<file path="src/rtl/imm_pack.sv">
// RV32I immediate packer: places an immediate into instr[31:7] over a base word,
// range-checks it, and buffers {data, err} in a small registered output FIFO.
module imm_pack #(
  parameter int DEPTH = 2
) (
  input  logic        clk,
  input  logic        rst,
  input  logic        in_valid,
  output logic        in_ready,
  input  logic [2:0]  imm_src,
  input  logic [31:0] imm,
  input  logic [24:0] base,
  output logic        out_valid,
  input  logic        out_ready,
  output logic [24:0] out_data,
  output logic        out_err,
  output logic [7:0]  err_count
);

  localparam int CW = $clog2(DEPTH + 1);
  localparam int PW = $clog2(DEPTH);

  logic [24:0]   pk_data;
  logic          pk_err;
  logic          push;
  logic          pop;

  logic [25:0]   mem_q [DEPTH];
  logic [PW-1:0] rd_q, rd_d;
  logic [PW-1:0] wr_q, wr_d;
  logic [CW-1:0] cnt_q, cnt_d;
  logic [7:0]    errc_q, errc_d;

  always_comb begin
    pk_data = base;
    pk_err  = 1'b0;
    case (imm_src)
      3'b000: begin
        pk_data[24:13] = imm[11:0];
        pk_err = !((&imm[31:11]) || !(|imm[31:11]));
      end
      3'b001: begin
        pk_data[24:18] = imm[11:5];
        pk_data[4:0]   = imm[4:0];
        pk_err = !((&imm[31:11]) || !(|imm[31:11]));
      end
      3'b010: begin
        pk_data[24]    = imm[12];
        pk_data[23:18] = imm[10:5];
        pk_data[4:1]   = imm[4:1];
        pk_data[0]     = imm[11];
        pk_err = imm[0] || !((&imm[31:12]) || !(|imm[31:12]));
      end
      3'b011: begin
        pk_data[24]    = imm[20];
        pk_data[23:14] = imm[10:1];
        pk_data[13]    = imm[11];
        pk_data[12:5]  = imm[19:12];
        pk_err = imm[0] || !((&imm[31:20]) || !(|imm[31:20]));
      end
      3'b100: begin
        pk_data[24:5] = imm[31:12];
        pk_err = |imm[11:0];
      end
      default: pk_err = 1'b1;
    endcase
  end

  // A full FIFO still accepts when the head leaves in the same cycle.
  assign in_ready  = rst || (cnt_q != CW'(DEPTH)) || out_ready;
  assign out_valid = (cnt_q != '0);
  assign push      = in_valid && in_ready;
  assign pop       = out_valid && out_ready;

  assign out_data  = mem_q[rd_q][24:0];
  assign out_err   = mem_q[rd_q][25];
  assign err_count = errc_q;

  always_comb begin
    rd_d   = pop  ? rd_q + PW'(1) : rd_q;
    wr_d   = push ? wr_q + PW'(1) : wr_q;
    cnt_d  = cnt_q + CW'(push) - CW'(pop);
    errc_d = errc_q;
    if (push && pk_err && errc_q != 8'hFF) errc_d = errc_q + 8'd1;
  end

  always_ff @(posedge clk) begin
    if (rst) begin
      rd_q   <= '0;
      wr_q   <= '0;
      cnt_q  <= '0;
      errc_q <= '0;
      for (int i = 0; i < DEPTH; i++) mem_q[i] <= '0;
    end else begin
      rd_q   <= rd_d;
      wr_q   <= wr_d;
      cnt_q  <= cnt_d;
      errc_q <= errc_d;
      if (push) mem_q[wr_q] <= {pk_err, pk_data};
    end
  end

endmodule

</file>
<file path="config.mk">
export PLATFORM = sky130hd
export DESIGN_NAME = imm_pack
export DESIGN_NICKNAME = d
export VERILOG_FILES = /design/src/rtl/imm_pack.sv
export SDC_FILE = /design/constraint.sdc
export NUM_CORES = 1
export LEC_CHECK = 0
export CAP_MARGIN = 10
export CORE_ASPECT_RATIO = 0.5
export CORE_MARGIN = 2
export CORE_UTILIZATION = 30
export CTS_CLUSTER_SIZE = 16
export DETAILED_ROUTE_END_ITERATION = 7
export PLACE_DENSITY = 0.55
export SYNTH_ARGS = -nofsm -noshare
export SYNTH_HDL_FRONTEND = slang
export SYNTH_SLANG_ARGS = --single-unit
</file>
<file path="constraint.sdc">
create_clock -name clk -period 2.1 [get_ports clk]
set_input_delay 0.21 -clock clk [delete_from_list [all_inputs] [get_ports clk]]
set_output_delay 0.21 -clock clk [all_outputs]
set_load 0.01 [all_outputs]
</file>
==> results.tsv <==
stage	metric	value	unit
placed_design	dp.final_hpwl	7.08	mm
pwr	total_power	4.18	mW
final_layout	drive_gt1_frac	0.203	
synth	synth_seq_cells	65	
synth	synth_cell_types	43	
final_layout	diodes	0	
synth	ys.flop_type	edfxtp_1	
synth	syn_area	0.00351	mm2
placed_design	port_buffers	99	
drt	vias	3003	
final_layout	syn2layout_area_growth	51.8	%
sta	fin_crit_sh	0.948	
clock_tree	cts_tree	built	
synth	synth_area_leader_cell	edfxtp_1	
run	max_cap_viol_count	0	
pwr	power.switching	1.10	mW
clock_tree	clock_latency	0.33	ns
pwr	p_comb_frac	0.296	
drt	vias_per_cell	4.65	
sta	final-max-slew-violation-count	0	
synth	ys_seq_area_frac	0.519	
synth	yosys.area.top_type_share	0.445	
synth	synthCells	345	
final_layout	nets	549	
pwr	power.leakage	2.03	nW
pwr	pwr-share-seq	0.379	
clock_tree	cts_buffer_depth	2	
drt	wl	9.40	mm
clock_tree	htree_levels	3	
sta	worst_pin_slew	0.586	ns
drt	postRouteAntennaNets	0	
synth	synthArstFlopShare	0	
synth	syn_area_per_cell	10.2	um2
floorplan	ios	100	
sta	finalHoldViolCount	0	
clock_tree	root_buffer	clkbuf_16	
floorplan	core-area	0.0112	mm2
pwr	p_clk_frac	0.325	
clock_tree	cts_sinks	65	
sta	post-route-min-period	1.99	ns
floorplan	rows	27	
sta	max_freq	502	MHz
sta	timing.slew.headroom	0.609	
drt	routedWlPerCell	14.5	um
global_routing	antenna_found_initial	0	
synth	ys_warn_count	0	
pwr	p_per_area	785	mW/mm2
clock_tree	postCtsHoldBufs	0	
drt	drc	0	
setup_path	path_delay_family	compound AO/OA/AOI/OAI gates	
setup_path	start_kind	primary input	
synth	synth_edf_count	52	
outcome	outcome	complete, no violations	
global_routing	grt_pass1_wl	14.5	mm
global_routing	grt_max_degree	27	
synth	synth_fp_nets	412	
setup_path	cp_max_fo	6	
setup_path	cp_slowest_cell	clkdlybuf4s50_1	
setup_path	cp-end-kind	flip-flop	
setup_path	critPathBufInv	1	
synth	synth.area.top_cells	edfxtp_1, mux2_2, nor2_1	
final_layout	layout_commonest_cell	clkdlybuf4s50_1	
drt	dr.pass1.iters	4	
setup_path	worstPathCellList	clkdlybuf4s50_1 > nand4_1 > o21bai_1 > a311o_1 > o221a_4 > nor4_2 > mux2_2	
clock_tree	path_clk_slew	0.05	ns
hold_path	min_path_type	flip-flop to flip-flop	
final_layout	final_cell_mix	clkdlybuf4s50_1, nor2_1, edfxtp_1	
global_routing	overflow	0	
pwr	p_sw_frac	0.264	
setup_path	required	2.32	ns
sta	finClkSkew	0.00507	ns
sta	finalSetupViolations	0	
floorplan	die_w	157	um
clock_tree	numCtsBuffers	9	
setup_path	critical-path-max-stage-delay	0.44	ns
sta	rsz0062_at_grt	false	
drt	drtIter0Drc	121	
placed_design	placed_area	0.00502	mm2
setup_path	cp_data_arrival_time	2.21	ns
floorplan	die_h	80.5	um
floorplan	die_area	0.0126	mm2
pwr	ir_drop	0.366	mV
placed_design	gp_congestion	0.807	
pwr	intPower	3.08	mW
global_routing	track_usage	0.151	
global_routing	grt_pass1_vias	2835	
setup_path	critPathKind	primary input to flip-flop	
final_layout	design_area	0.00533	mm2
floorplan	start_util	0.314	
layout make-up:
type | count | area (um2)
tap | 159 | 199
timing repair buffer | 146 | 1410
clock inverter | 5 | 32.5
fill | 1050 | 5860
sequential | 65 | 1820
inverter | 10 | 37.5
multi-input combinational | 250 | 1580
clock buffer | 11 | 243
kinds of logic (layout without fill, tap and decap cells):
group | Yosys count | in the layout | synth area share
AO/OA/AOI/OAI | 61 | 61 | 0.105
XOR/XNOR | 5 | 5 | 0.0125
adder cells (fa/ha/maj) | 3 | 3 | 0.0107
buffers and inverters | 30 | 172 | 0.0382
flip-flops | 65 | 65 | 0.519
multiplexers | 43 | 43 | 0.133
AND/OR/NAND/NOR | 138 | 138 | 0.181
per-layer routing:
| layer | share of wire | GRT usage |
|---|---|---|
| met2 | 0.48 | 0.247 |
| met5 | 0 | 0 |
| met3 | 0.043 | 0.0432 |
| met4 | 0.0065 | 0.0394 |
| met1 | 0.48 | 0.198 |
worst paths after layout:
| path | end | slack, ns | from | cells past startpoint |
|---|---|---|---|---|
| min | rd_q | 0.52 | rd_q | 2 |
| min reg2reg | rd_q | 0.52 | rd_q | 2 |
| max reg2reg | mem_q[1][10] | 0.15 | cnt_q[0] | 6 |
| max | err_count[5] | 0.11 | imm[19] | 7 |
Yosys cell counts (3+ instances only):
cell type and n:
nor2_1 72, edfxtp_1 52, mux2_2 28, a21oi_1 22, o21ai_0 22, nand2_1 18, mux2i_1 14, dfxtp_1 13
clkbuf_1 11, inv_1 9, nor4_1 9, nand3_1 8, nor2b_1 7, nand4_1 6, buf_2 5, nor3_1 5
o311ai_0 5, or3_1 4, ha_1 3, xnor2_1 3
through the flow:
| stage | hold slack, ns | util | std cells | worst slack (ns) | setup TNS [ns] |
|---|---|---|---|---|---|
| floorplan | 0.448 | - | 345 | 0.0743 | 0 |
| global placement | 0.496 | 0.449 | 629 | -0.344 | -12.64 |
| detailed placement | 0.504 | 0.449 | 629 | -0.330 | -12.71 |
| CTS | 0.518 | 0.474 | 645 | 0.0295 | 0 |
| global route | 0.546 | 0.476 | 646 | 0.0000258 | 0 |
| finish | 0.518 | 0.476 | 646 | 0.110 | 0 |
power by group through the flow:
| stage | clock network [mW] | registers, mW | logic, mW |
|---|---|---|---|
| after floorplan | 0 | 1.60 | 0.615 |
| after global placement | 0 | 1.61 | 1.25 |
| after detailed placement | 0 | 1.61 | 1.25 |
| after CTS | 1.40 | 1.58 | 1.25 |
| after global routing | 1.45 | 1.60 | 1.34 |
| final | 1.36 | 1.58 | 1.24 |
what timing repair did:
action,CTS,global route
endpoints found under the setup margin,0,10
resized for setup,0,5
buffers inserted,0,1
worst reg2reg max path, delay by kind of cell (launching register included):
kind	cells	cell delay, ns
buffers and inverters	1	0.19
DFF	1	0.31
and+or+nand+nor	5	1.18
registers in the layout (all words and copies together), names as in the netlist, named ones only:
name,cells
mem_q,52
err_count,8
cnt_q,2
rd_q,1
wr_q,1
Note: power is estimated with default switching activity, not from simulation.
